`src/rtl/random_digit_gen_if.sv`:
```
// Bus bundle for random_digit_gen: seed control, draw request and result.
// Handshake: req is a level sampled only while the generator is idle (and
// seed_load is low); there is no ready back-pressure. Each accepted req
// produces exactly one rnd_valid pulse unless the draw is aborted by
// seed_load or reset. rnd is stable from that pulse until the next one.
// timeout pulses together with rnd_valid when the draw ran out of tries.
interface random_digit_gen_if #(
  parameter int LFSR_W = 16,
  parameter int OUT_W  = 4
) ();
  logic              seed_load;
  logic [LFSR_W-1:0] seed_in;
  logic              req;
  logic [OUT_W-1:0]  rnd;
  logic              rnd_valid;
  logic              busy;
  logic              timeout;

  modport master (
    output seed_load, seed_in, req,
    input  rnd, rnd_valid, busy, timeout
  );

  modport slave (
    input  seed_load, seed_in, req,
    output rnd, rnd_valid, busy, timeout
  );
endinterface

```
`src/rtl/random_digit_gen.sv`:
```
// Rejection-sampling digit generator. A free-running Fibonacci LFSR supplies
// one candidate per DRAW cycle; candidates outside [MIN_VAL, MAX_VAL] are
// rejected until one fits or MAX_TRIES candidates have been consumed, in
// which case MIN_VAL is returned and timeout is flagged.
// state_o and lfsr_o expose the FSM state and LFSR contents for observation.
module random_digit_gen #(
  parameter int                LFSR_W    = 16,
  parameter logic [LFSR_W-1:0] TAPS      = LFSR_W'(16'hB400),
  parameter logic [LFSR_W-1:0] SEED      = LFSR_W'(16'hACE1),
  parameter int                OUT_W     = 4,
  parameter int                MIN_VAL   = 1,
  parameter int                MAX_VAL   = 9,
  parameter int                MAX_TRIES = 16
) (
  input  logic               clk,
  input  logic               rst_n,
  random_digit_gen_if.slave  bus,
  output logic [0:0]         state_o,
  output logic [LFSR_W-1:0]  lfsr_o
);

  localparam logic [0:0] IDLE = 1'b0;
  localparam logic [0:0] DRAW = 1'b1;

  // One extra bit so the counter can never wrap inside a draw.
  localparam int               TRY_W    = $clog2(MAX_TRIES) + 1;
  localparam logic [TRY_W-1:0] LAST_TRY = TRY_W'(MAX_TRIES - 1);
  localparam logic [OUT_W-1:0] MIN_C    = OUT_W'(MIN_VAL);
  localparam logic [OUT_W-1:0] MAX_C    = OUT_W'(MAX_VAL);

  logic [LFSR_W-1:0] lfsr_q, lfsr_d;
  logic [0:0]        state_q, state_d;
  logic [TRY_W-1:0]  tries_q, tries_d;
  logic [OUT_W-1:0]  rnd_q, rnd_d;
  logic              valid_q, valid_d;
  logic              timeout_q, timeout_d;
  logic              busy_q;
  logic [OUT_W-1:0]  candidate;
  logic              cand_ok;

  assign candidate = lfsr_q[OUT_W-1:0];
  assign cand_ok   = (candidate >= MIN_C) && (candidate <= MAX_C);

  // LFSR next state: shift every cycle; a seed load replaces the shift and a
  // zero seed is swapped for SEED so the lock-up state is unreachable.
  always_comb begin
    lfsr_d = {lfsr_q[LFSR_W-2:0], ^(lfsr_q & TAPS)};
    if (bus.seed_load) begin
      lfsr_d = (bus.seed_in == '0) ? SEED : bus.seed_in;
    end
  end

  // Draw FSM: accept, retry or give up on each DRAW cycle; seed_load aborts.
  always_comb begin
    state_d   = state_q;
    tries_d   = tries_q;
    rnd_d     = rnd_q;
    valid_d   = 1'b0;
    timeout_d = 1'b0;
    case (state_q)
      IDLE: begin
        if (!bus.seed_load && bus.req) begin
          state_d = DRAW;
          tries_d = '0;
        end
      end
      DRAW: begin
        if (bus.seed_load) begin
          state_d = IDLE;
        end else if (cand_ok) begin
          rnd_d   = candidate;
          valid_d = 1'b1;
          state_d = IDLE;
        end else if (tries_q == LAST_TRY) begin
          rnd_d     = MIN_C;
          valid_d   = 1'b1;
          timeout_d = 1'b1;
          state_d   = IDLE;
        end else begin
          tries_d = tries_q + TRY_W'(1);
        end
      end
      default: state_d = IDLE;
    endcase
  end

  // State registers with asynchronous reset to the seeded idle condition.
  always_ff @(posedge clk or negedge rst_n) begin
    if (!rst_n) begin
      lfsr_q    <= SEED;
      state_q   <= IDLE;
      tries_q   <= '0;
      rnd_q     <= '0;
      valid_q   <= 1'b0;
      timeout_q <= 1'b0;
      busy_q    <= 1'b0;
    end else begin
      lfsr_q    <= lfsr_d;
      state_q   <= state_d;
      tries_q   <= tries_d;
      rnd_q     <= rnd_d;
      valid_q   <= valid_d;
      timeout_q <= timeout_d;
      busy_q    <= (state_d == DRAW);
    end
  end

  assign bus.rnd       = rnd_q;
  assign bus.rnd_valid = valid_q;
  assign bus.timeout   = timeout_q;
  assign bus.busy      = busy_q;
  assign state_o       = state_q;
  assign lfsr_o        = lfsr_q;

endmodule

```
`src/flat_wrapper.sv`:
```
// flat-port wrapper written by rule: the top's interface ports become plain ports
module random_digit_gen_flat 
#(
  parameter int                LFSR_W    = 16,
  parameter logic [LFSR_W-1:0] TAPS      = LFSR_W'(16'hB400),
  parameter logic [LFSR_W-1:0] SEED      = LFSR_W'(16'hACE1),
  parameter int                OUT_W     = 4,
  parameter int                MIN_VAL   = 1,
  parameter int                MAX_VAL   = 9,
  parameter int                MAX_TRIES = 16
)
  (clk, rst_n, state_o, lfsr_o, bus_seed_load, bus_seed_in, bus_req, bus_rnd, bus_rnd_valid, bus_busy, bus_timeout);
  random_digit_gen_if #(.LFSR_W(LFSR_W), .OUT_W(OUT_W)) bus_i ();
  input  logic clk;
  input  logic rst_n;
  output logic [0:0] state_o;
  output logic [LFSR_W-1:0] lfsr_o;
  input wire logic [$bits(bus_i.seed_load)-1:0] bus_seed_load;
  input wire logic [$bits(bus_i.seed_in)-1:0] bus_seed_in;
  input wire logic [$bits(bus_i.req)-1:0] bus_req;
  output wire logic [$bits(bus_i.rnd)-1:0] bus_rnd;
  output wire logic [$bits(bus_i.rnd_valid)-1:0] bus_rnd_valid;
  output wire logic [$bits(bus_i.busy)-1:0] bus_busy;
  output wire logic [$bits(bus_i.timeout)-1:0] bus_timeout;
  assign bus_i.seed_load = bus_seed_load;
  assign bus_i.seed_in = bus_seed_in;
  assign bus_i.req = bus_req;
  assign bus_rnd = bus_i.rnd;
  assign bus_rnd_valid = bus_i.rnd_valid;
  assign bus_busy = bus_i.busy;
  assign bus_timeout = bus_i.timeout;
  random_digit_gen #(.LFSR_W(LFSR_W), .TAPS(TAPS), .SEED(SEED), .OUT_W(OUT_W), .MIN_VAL(MIN_VAL), .MAX_VAL(MAX_VAL), .MAX_TRIES(MAX_TRIES)) u_core (.clk(clk), .rst_n(rst_n), .bus(bus_i), .state_o(state_o), .lfsr_o(lfsr_o));
endmodule
```
`config.mk`:
```
export PLATFORM = sky130hd
export DESIGN_NAME = random_digit_gen_flat
export DESIGN_NICKNAME = d
export VERILOG_FILES = /design/src/rtl/random_digit_gen_if.sv /design/src/rtl/random_digit_gen.sv /design/src/flat_wrapper.sv
export SDC_FILE = /design/constraint.sdc
export NUM_CORES = 1
export LEC_CHECK = 0
export CAP_MARGIN = 25
export CORE_MARGIN = 2
export CORE_UTILIZATION = 35
export CTS_CLUSTER_DIAMETER = 150
export DETAILED_ROUTE_END_ITERATION = 7
export MAX_ROUTING_LAYER = met4
export PLACE_DENSITY = 0.71
export SKIP_CTS_REPAIR_TIMING = 1
export SYNTH_ARGS = -nofsm -noshare
export SYNTH_HDL_FRONTEND = slang
export SYNTH_SLANG_ARGS = --single-unit
```
`constraint.sdc`:
```
create_clock -name clk -period 4.2 [get_ports clk]
set_clock_uncertainty 0.15 [all_clocks]
set_input_delay 0.84 -clock clk [delete_from_list [all_inputs] [get_ports clk]]
set_output_delay 0.84 -clock clk [all_outputs]
set_load 0.1 [all_outputs]
```
# Word-level counts from Yosys, hierarchy flattened
# Index checks and enable logic that the tools add are counted.
# W data, S select, Z words.
[classes]
reduce_logical = 8
shifts = 0
n_div = 0
order_cmp = 2
bitwise_logic = 2
muxes = 21
multipliers = 0
addsub = 1
eq_ne = 5
[ops]
columns = ["operator", "n"]
rows = [
  ["$mux W16", 2],
  ["$mux W5", 4],
  ["$logic_not A16 Y1", 1],
  ["$reduce_xor A16 Y1", 1],
  ["$mux W1", 11],
  ["$pmux W5 S2", 1],
  ["$mux W4", 2],
  ["$ne A2 B2 Y1 const B", 3],
  ["$add A5 B1 Y5 const B", 1],
  ["$eq A5 B4 Y1 const B", 1],
  ["$ge A4 B1 Y1 const B", 1],
  ["$le A4 B4 Y1 const B", 1],
  ["$reduce_and A4 Y1", 1],
  ["$reduce_and A3 Y1", 1],
  ["$logic_and A1 B1 Y1", 2],
  ["$ne A2 B1 Y1 const B", 1],
  ["$not A1 Y1", 2],
  ["$pmux W1 S2", 1],
  ["$reduce_bool A2 Y1", 1],
  ["$logic_not A1 Y1", 1],
]
[word_totals]
latchBits = 0
ramBits = 0
mem_count = 0
reg_bits = 28
in_bits = 20
rom_bits = 0

# Logic depth before layout (Yosys ltp)
[depth]
word_depth = 5
depth_mapped = 7

# Least setup slack after synthesis
# No wires, ideal clock.
[synth_timing]
path_type = "flip-flop to flip-flop"
start = "reg u_core.lfsr_q[3], in the netlist u_core.lfsr_o[3]"
end = "reg u_core.tries_q[3]"
slack_ps = 1801
path_stages_with_launch = 5
n_path_buf = 0
setup_ps = 123
t_required_ps = 3927
arrival_time_ps = 2126
synth_period_minus_slack_ps = 2399
cell_sequence = "dfrtp_1 > o21ai_0 > a2111oi_4 > nand4_1 > mux2i_1"
[synth_via]
elab_chain_cells = 4
[synth_lines]
columns = ["element", "line_no", "source"]
rows = [
  ["start: declaration", "random_digit_gen.sv:31", "logic [LFSR_W-1:0] lfsr_q, lfsr_d;"],
  ["start signal: assignment", "random_digit_gen.sv:98", "lfsr_q <= lfsr_d;"],
  ["$ge A4 B1 Y1 / $le A4 B4 Y1 (equally long branches)", "random_digit_gen.sv:42", "assign cand_ok = (candidate >= MIN_C) && (candidate <= MAX_C);"],
  ["$logic_and A1 B1 Y1 *", "random_digit_gen.sv:42", ""],
  ["$ne A2 B2 Y1 (no source line) *", "--", ""],
  ["$reduce_and A4 Y1 (no source line) *", "--", ""],
  ["end signal: assignment", "random_digit_gen.sv:100", "tries_q <= tries_d;"],
  ["end: declaration", "random_digit_gen.sv:33", "logic [TRY_W-1:0] tries_q, tries_d;"],
]
# Mark *: on every way between the ends. The rest lies on a longest branch, timed or not.
# A chain may end at the register's enable or synchronous reset.

# Worst setup path in the final report
[layout_timing]
start = "reg u_core.lfsr_q[0], in the netlist u_core.lfsr_o[0]"
end = "out lfsr_o[0]"
[layout_rtl]
columns = ["element", "line_no", "source"]
rows = [
  ["end: declaration", "flat_wrapper.sv:17", "output logic [LFSR_W-1:0] lfsr_o;"],
]
# No word-level cell between the ends.

==> results.yml <==
critical_path:
  critical_path.max_fanout: 5
  crit_path_end_kind: "primary output"
  critical_path_class: "flip-flop to primary output"
  required_ps: 3210
  crit_buf_inv: 1
  crit_path_cell_trace: "clkdlybuf4s50_1"
  crit_arrival_ps: 2070
  slowest_delay_ps: 1140
  cp-start-kind: "flip-flop"
  crit_family: "buffers and inverters"
  critPathSlowestCell: "clkdlybuf4s50_1"
yosys:
  postSynthAreaPerCell_um2: 12.3
  ys_types: 32
  synthTopCellsByArea: "dfrtp_1 40%, dfstp_2 17%, mux2_2 7.3%"
  yosysMostFrequentCell: "dfrtp_1"
  netlist.area_leader.share_pct: 40.4
  synth_top_area_cell: "dfrtp_1"
  synth_seq_cells: 28
  yosys_warnings: 0
  syn_inst: 101
  async_flop_share_pct: 100
  ys_top_cells_by_count: "20 x dfrtp_1, 10 x nand2_1, 8 x dfstp_2, 8 x mux2_2, 8 x o22a_1"
  ys_seq_area_share_pct: 57.3
  synth_area_mm2: 0.00124
  synth.net_count: 123
  synth_ff_type: "dfrtp_1"
  synth_edf_count: 0
timing:
  worstMarginPinSlew_ps: 987
  tns_ps: 0
  hold_viol: 0
  slew_headroom_pct: 34.0
  final_max_slew_viol_count: 0
  setup_viol: 0
  rsz0062_at_grt: "false"
  max_freq_ghz: 0.327
  min_period_over_period_pct: 72.8
  period_minus_slack_ps: 3060
finish:
  area.sequential_um2: 711
  final_util_pct: 52.7
  fin_area_mm2: 0.00177
  nFillCells: 328
  multi_input_area_um2: 499
  area_growth_pct: 42.9
  n_antenna_cell: 0
  drive_above_1_share_pct: 18.4
  nets: 170
global_routing:
  grt_overflow: 0
  grt_pass1_vias: 1021
  antenna_found_initial: 0
  grt_start_max_net_pins: 22
  grt_pass1_wl_um: 4850
  track_usage_pct: 15.5
cts:
  clock_latency_ps: 320
  cts_tree: "built"
  htree_num_levels: 1
  cts_max_path_buffers: 2
  cts.sinks: 28
  numCtsBuffers: 3
  cts-root-buf: "clkbuf_4"
  clkTransAtPathRegs_ps: 140
placed_design:
  dp_hpwl_um: 2230
  io_buffers: 43
  dpl_cell_area_mm2: 0.00174
  gp_congestion: 0.870
routing:
  first_pass_iters: 4
  wl_per_cell_um: 14.8
  wl_um: 2850
  drc: 0
  ant_nets: 0
  via_per_inst: 5.04
  drt_iter0_markers: 35
  via_count: 973
power_and_ir_drop:
  p_int_uw: 461
  switching_power_uw: 377
  power_frac_seq_pct: 40.1
  power.density_mw_per_mm2: 473
  swShare_pct: 45.0
  pwr-share-clk_pct: 15.3
  combPwrFrac_pct: 44.6
  peakVddDrop_mv: 0.127
  power_uw: 838
  p_leak_uw: 0.000730
flow_run:
  drv_cap: 0
floorplanning:
  fp.dieW_um: 63.5
  num_rows: 21
  start_util_pct: 36.9
  core_area_mm2: 0.00336
  die_area_mm2: 0.00403
  die_h_um: 63.5
  ios: 44
worst_hold_path:
  hp-class: "flip-flop to flip-flop"
run_status:
  outcome: "finished, final reports clean"
cell type report:
type,count,area share [%]
Clock buffer,4,2.05
Inverter,4,0.847
Multi-Input combinational cell,66,28.2
Sequential cell,28,40.1
Tap cell,46,3.25
Timing Repair Buffer,45,25.6
stage by stage:
stage               worst slack (ps)  std cells  hold WS [ps]
floorplan                       1800        101           309
global placement                1300        188           332
detailed placement              1220        189           345
global route                    1090        193           389
finish                          1140        193           369
CTS                             1130        193           366
per-layer routing:
layer | GRT usage, % | part of all wire [%]
met1 | 20.9 | 46
met2 | 24.7 | 51
met3 | 1.07 | 2.1
met4 | 5.43 | 0.53
met5 | - | 0
power groups by stage:
| stage | logic, uW | registers [uW] | clock network, uW |
|---|---|---|---|
| after global placement | 372 | 340 | 0 |
| after floorplan | 64.6 | 548 | 0 |
| final | 374 | 336 | 128 |
| after detailed placement | 375 | 341 | 0 |
| after CTS | 376 | 336 | 133 |
| after global routing | 387 | 342 | 145 |
cells in the final DEF (no fill, tap or decap), types with 2 or more instances in the layout:
cell,count
clkdlybuf4s50_1,43
dfrtp_1,20
nand2_1,10
o22a_1,8
mux2_2,8
dfstp_2,8
o21ai_0,5
nor4_1,4
inv_1,4
nor2_1,4
clkbuf_4,3
xnor2_1,2
nand4_1,2
nand3b_1,2
a21oi_1,2
mux2i_1,2
ha_1,2
flip-flops by register name, indices dropped and copies added, names as in the netlist:
register	cells
u_core.bus.rnd	4
u_core.bus.timeout	1
u_core.state_o	1
u_core.lfsr_o	16
u_core.tries_q	5
u_core.bus.rnd_valid	1
path summary, 6_finish.rpt:
check / start / endpoint / slack (ps) / cells after the start
min in group asynchronous: rst_n / u_core.lfsr_o[8] / 750 / 1
worst min register to register: u_core.tries_q[2] / u_core.tries_q[2] / 370 / 1
max in group asynchronous: rst_n / u_core.lfsr_o[15] / 2550 / 2
worst min-delay path: u_core.tries_q[2] / u_core.tries_q[2] / 370 / 1
worst max register to register: u_core.lfsr_o[3] / u_core.tries_q[4] / 2100 / 4
worst max-delay path: u_core.lfsr_o[0] / lfsr_o[0] / 1140 / 1
cells by family (layout without fill, tap and decap cells):
| kind of cell | count (synthesis) | count (layout) | share of synthesized area, % |
|---|---|---|---|
| adders and majority gates | 2 | 2 | 2.02 |
| DFF | 28 | 28 | 57.3 |
| and+or+nand+nor | 30 | 30 | 13.1 |
| muxes | 10 | 10 | 8.88 |
| AOI/OAI and AO/OA | 21 | 21 | 14.1 |
| xor gates and xnor gates | 3 | 3 | 2.12 |
| buffers and inverters | 7 | 53 | 2.42 |
Note: power is estimated with default switching activity, not from simulation.
==> RTL edit 1, RTL diff (same flow settings) <==
`OUT_W` is set to 4 in 3 places; all go to 6.
--- a/src/rtl/random_digit_gen_if.sv
+++ b/src/rtl/random_digit_gen_if.sv
@@ -8,3 +8,3 @@
   parameter int LFSR_W = 16,
-  parameter int OUT_W  = 4
+  parameter int OUT_W  = 6
 ) ();
--- a/src/rtl/random_digit_gen.sv
+++ b/src/rtl/random_digit_gen.sv
@@ -9,3 +9,3 @@
   parameter logic [LFSR_W-1:0] SEED      = LFSR_W'(16'hACE1),
-  parameter int                OUT_W     = 4,
+  parameter int                OUT_W     = 6,
   parameter int                MIN_VAL   = 1,
--- a/src/flat_wrapper.sv
+++ b/src/flat_wrapper.sv
@@ -6,3 +6,3 @@
   parameter logic [LFSR_W-1:0] SEED      = LFSR_W'(16'hACE1),
-  parameter int                OUT_W     = 4,
+  parameter int                OUT_W     = 6,
   parameter int                MIN_VAL   = 1,
Interface: changed (resized bus_rnd); port bits go from 44 to 46. The function was not compared with the original's and may differ.
==> RTL edit 1 against the original RTL <==
Maximum frequency increased by 3.2%; synthesized area increased by 6.0%; wire length increased by 4.4%; sequential share of layout area decreased by 0.94 points; total power increased by 27%; sequential cell count increased by 2; setup slack improved by 0.094 ns; cell area increased by 9.6%; clock power increased by 120%; worst hold slack got worse by 0.029 ns; via count increased by 6.8%; critical path type unchanged; largest cell class unchanged; highest routed layer unchanged.
==> RTL edit 1: results (changes against the original RTL) <==
Global routing
  – Antenna violations before repair: 0 (unchanged)
  – Vias in the first global route: 1,073 (+5.1%)
  – GRT Overall Usage: 16.03% (+0.55 points)
  – Largest net degree at the start of global routing: 22 (unchanged)
  – First-pass GRT wire length: 4961 µm (+2.3%)

Finish
  – Total Nets Final: 181 (+6.5%)
  – Share of layout cells above drive strength 1: 18.75% (+0.38 points)
  – Ant. Diodes: 0 (unchanged)
  – Max reg flops: 16 (unchanged)

Yosys
  – Post-synthesis async set-or-reset flop share: 100.0% (unchanged)
  – Ys Warns: 0 (unchanged)
  – Post-Synthesis Cells: 109 (+7.9%)
  – XOR/XNOR Fraction of Synth Area: 2.667% (+0.55 points)
  – Synth top area cells: dfrtp_1, dfstp_2, o22a_1
  – Post-synthesis compound-gate area fraction: 17.71% (+3.6 points)
  – Yosys cell types: 34 (+6.3%)
  – Sequential-to-total area share from yosys stat: 57.90% (+0.59 points)
  – Synthesized Nets: 131 (+6.5%)
  – EDFF count, synth: 0 (unchanged)
  – Adder-Cell Fraction of Synth Area: 1.905% (-0.11 points)
  – Top post-synthesis cells by count: dfrtp_1, inv_1, dfstp_2, o22a_1, nor2_1
  – Mux share of post-synthesis cell area: 3.429% (-5.5 points)

Clocking
  – Root Driver: clkbuf_8
  – Max Buffers Root-to-Sink: 2 (unchanged)
  – CTS clk-pin slew, worst paths: 0.07 ns (-0.07 ns)
  – Clk Latency, worst-skew pair: 0.28 ns (-0.04 ns)
  – Num CTS Buffers: 5 (+2)
  – H-tree depth: 2 (+1)

Critical path
  – Worst R2R Path Depth: 6 (+2)
  – Worst stage delay on the critical path: 1.14 ns (about the same)
  – Crit-path slowest cell: clkdlybuf4s50_1
  – Worst path top cell family by delay: buffers and inverters
  – CP Data Arrival Time: 1.97 ns (-0.10 ns)
  – CP Max Fanout: 3 (-2)

Routing
  – Via density: 4.995 (-0.92%)
  – Iteration-0 DRC Markers: 15 (-57%)
  – Drt wl/cell: 14.29 µm (-3.2%)
  – DRT Pass-1 Iters: 4 (unchanged)
  – Vias: 1,039 (+6.8%)

Placement
  – Placed cell count: 200 (+5.8%)
  – GP Congestion: 0.8272 (-5.0%)
  – HPWL after DPL: 2262 µm (+1.7%)
  – PortBufs: 45 (+4.7%)

Worst hold path
  – Worst hold path type: flop to flop
  – Hold Crit Depth: 1 (unchanged)

Power and ir drop
  – Peak supply drop: 248.2 µV (+95%)
  – Sw Share: 41.54% (-3.4 points)
  – Leakage: 0.8462 nW (+16%)

Timing
  – Relative slew slack: 34.84% (+0.83 points)

Outcome
  – Status: completed
RTL edit 1: final timing paths:
path / slack, ns / end / from
hold / removal: 0.34 / u_core.bus.rnd[5] / u_core.bus.rnd[5]
max in group asynchronous: 2.51 / u_core.lfsr_o[10] / rst_n
setup reg to reg: 2.20 / u_core.tries_q[0] / u_core.tries_q[0]
min in group asynchronous: 0.72 / u_core.bus.timeout / rst_n
hold reg to reg: 0.34 / u_core.bus.rnd[5] / u_core.bus.rnd[5]
setup / recovery: 1.24 / lfsr_o[10] / u_core.lfsr_o[10]
RTL edit 1: cells by family after synthesis:
kind of cell	Yosys count
AO/OA/AOI/OAI	27
XOR/XNOR	4
adder cells (fa/ha/maj)	2
buffers and inverters	17
flip-flops	30
multiplexers	4
AND/OR/NAND/NOR	25
RTL edit 1: per-stage QoR:
| stage | setup slack, ns | area [µm²] | hold WS [ns] | power (mW) |
|---|---|---|---|---|
| after CTS | 1.226 | 1942 | 0.3454 | 1.077 |
| after global routing | 1.192 | 1942 | 0.3783 | 1.113 |
| after global placement | 1.459 | 1805 | 0.3209 | 0.7848 |
| after floorplan | 1.811 | 1314 | 0.3061 | 0.6791 |
| final | 1.238 | 1942 | 0.3406 | 1.066 |
| after detailed placement | 1.381 | 1833 | 0.3290 | 0.7915 |
RTL edit 1: final cells by class:
| type | instances | area, µm² |
|---|---|---|
| inverters | 13 | 48.80 |
| repair buffers | 47 | 485.5 |
| clock buffers | 5 | 68.82 |
| flip-flops and latches | 30 | 760.7 |
| clock inverters | 3 | 40.04 |
| fillers | 336 | 1692 |
| well taps | 48 | 60.06 |
| multi-input cells | 62 | 478.0 |
RTL edit 1: metal layers:
metal	wire, µm	part of all wire, %	vias up	track usage (%)
li1	-	-	486	-
met1	1284	43	510	19.34
met2	1453	49	38	24.87
met3	183	6.2	5	5.479
met4	51	1.7	0	6.250
met5	0	0	-	-
RTL edit 1: power by group through the flow:
stage	Clock (mW)	Sequential (mW)	Combinational [mW]
after floorplan	0	0.603	0.0765
after global placement	0	0.371	0.414
after detailed placement	0	0.372	0.419
after CTS	0.290	0.367	0.420
after global routing	0.306	0.373	0.434
final	0.282	0.367	0.417
==> RTL edit 2, RTL diff (config.mk and constraints unchanged) <==
Without the edit above. Reset style: synchronous (`rst_n`), changed in one clocked block. Comments in the files are not updated.
--- a/src/rtl/random_digit_gen.sv
+++ b/src/rtl/random_digit_gen.sv
@@ -87,3 +87,3 @@
   // State registers with asynchronous reset to the seeded idle condition.
-  always_ff @(posedge clk or negedge rst_n) begin
+  always_ff @(posedge clk) begin
     if (!rst_n) begin
Behaviour: differs if rst_n is asserted again (counterexample within 4 cycles, from zero or initial values and one cycle with rst_n low); with rst_n held inactive, the same outputs for 10 cycles.
==> RTL edit 2 against the original RTL <==
Final cell count up 8.8%; die area down 3.5%; synthesized area down 3.7%; critical path depth unchanged; setup slack better by 0.026 ns; sequential cell count unchanged; global-route usage down 0.82 points; cell area down 4.2%; sequential share of layout area down 7.1 points; wire length down 3.2%; register-to-register slack better by 0.14 ns; total power down 27%; via count up 5.9%; critical endpoint is now bus_busy.
==> RTL edit 2: results (changes against the original RTL) <==
Yosys
  – Synthesized Nets: 143 (+16%)
  – Top FF cell, synth: dfxtp_1
  – Sequential-to-total area share from yosys stat: 46.96% (-10 points)
  – Post-synthesis async set-or-reset flop share: 0% (-100 points)
  – Top post-synthesis cells by count: dfxtp_1, nor2_1, mux2i_1
  – EDFF count, synth: 0 (unchanged)
  – Syn Area/Cell: 9.865 µm² (-20%)
  – Synth top area cells: dfxtp_1, mux2i_1, o22a_1
  – Yosys cell types: 38 (+19%)
  – Ys Warns: 0 (unchanged)

Critical path
  – R2R Path Start: u_core.tries_q[0]
  – Reg2reg end: u_core.tries_q[2]
  – Crit-path slowest cell: clkdlybuf4s50_1
  – CP Data Arrival Time: 2.04 ns (-0.03 ns)
  – Worst stage delay on the critical path: 1.20 ns (+0.06 ns)
  – Worst R2R Path Depth: 6 (+2)
  – CP Max Fanout: 10 (+5)
  – Worst path top cell family by delay: buffers and inverters
  – R2r setup slk: 2.24 ns (+0.14 ns)

Clocking
  – H-tree depth: 1 (unchanged)
  – Root Driver: clkbuf_4
  – Max Buffers Root-to-Sink: 2 (unchanged)
  – CTS clk-pin slew, worst paths: roughly 0.15 ns
  – Num CTS Buffers: 3 (unchanged)
  – Clk Latency, worst-skew pair: 0.32 ns (about the same)

Power and ir drop
  – Leakage: 0.6259 nW (-14%)
  – Peak supply drop: 210.1 µV (+65%)

Placement
  – GP Congestion: 0.7946 (-8.7%)
  – PortBufs: 43 (unchanged)
  – Placed cell count: 206 (+9.0%)
  – HPWL after DPL: 2147 µm (-3.5%)

Finish
  – Fillers: 335 (+2.1%)
  – Total Nets Final: 187 (+10%)
  – Ant. Diodes: 0 (unchanged)
  – Share of layout cells above drive strength 1: 5.488% (-13 points)
  – Max reg flops: 16 (unchanged)

Global routing
  – GRT Overall Usage: 14.67% (-0.82 points)
  – Antenna violations before repair: 0 (unchanged)
  – Largest net degree at the start of global routing: 19 (-14%)
  – Grt total ovfl: 0 (unchanged)
  – First-pass GRT wire length: 4581 µm (-5.5%)

Worst hold path
  – Hold EP: u_core.bus.rnd[2]
  – Worst min-delay path startpoint: u_core.bus.rnd[2]
  – Worst hold path type: flop to flop
  – Hold Crit Depth: 2 (+1)

Routing
  – DRT Pass-1 Iters: 4 (unchanged)
  – Drt wl/cell: 13.13 µm (-11%)
  – Iteration-0 DRC Markers: 36 (+2.9%)
  – Vias: 1,030 (+5.9%)
  – Via density: 4.905 (-2.7%)

Timing
  – Relative slew slack: 34.93% (+0.91 points)

Outcome
  – Status: completed
==> RTL edit 2: cell count changes after synthesis, moves of 4 or more <==
| cell | change |
|---|---|
| dfxtp_1 | +28 |
| dfrtp_1 | -20 |
| mux2i_1 | +9 |
| dfstp_2 | -8 |
| mux2_2 | -8 |
| nor2_1 | +8 |
| nand3_1 | +5 |
| o21ai_0 | -4 |
==> RTL edit 2: how the worst max path moves through the flow <==
stage	start	to	slack [ns]	depth (start not counted)
2_1_floorplan	u_core.state_o	state_o	1.71	1
3_3_place_gp	bus_seed_load	u_core.tries_q[2]	1.32	5
3_5_place_dp	bus_seed_load	u_core.tries_q[2]	1.28	5
4_1_cts	u_core.state_o	bus_busy	1.15	1
5_1_grt	u_core.state_o	state_o	1.09	1
6_report	u_core.state_o	bus_busy	1.17	1
==> RTL edit 2: stage by stage <==
stage	utilization (%)	total power [mW]	setup WS (ns)	instance area, µm²	hold WS (ns)
floorplan	-	0.4348	1.712	1194	0.2905
global placement	50.15	0.4897	1.318	1660	0.2937
detailed placement	50.15	0.4905	1.279	1660	0.3065
CTS	51.25	0.6169	1.152	1697	0.3253
global route	51.25	0.6374	1.088	1697	0.3514
finish	51.25	0.6134	1.171	1697	0.3247
==> RTL edit 2: logic make-up (layout without fill, tap and decap cells) <==
family	Yosys count	count (layout)	synth area share, %
compound gates	24	24	15.30
mux	11	11	9.225
fa+ha+maj	2	2	2.096
buf+inv	7	50	2.725
simple gates	46	46	21.49
flops	28	28	46.96
xor+xnor	3	3	2.202
==> RTL edit 2: layout make-up <==
class	instances	area, µm²	share of cell area [%]
multi-input cells	86	600.6	35.40
flip-flops and latches	28	560.5	33.04
repair buffers	43	430.4	25.37
well taps	46	57.56	3.392
clock buffers	4	36.28	2.139
inverters	3	11.26	0.6637
==> RTL edit 2: layer usage <==
metal	vias to the layer above	global-route usage, %	routed length (µm)
met5	-	-	0
met4	0	5.556	43
met3	4	2.342	83
met2	21	23.92	1380
met1	485	18.33	1249
li1	520	-	-
==> RTL edit 2: power breakdown <==
group | switching, mW | internal, mW
logic | 0.134 | 0.0574
clock network | 0.0764 | 0.0530
registers | 0.0138 | 0.279
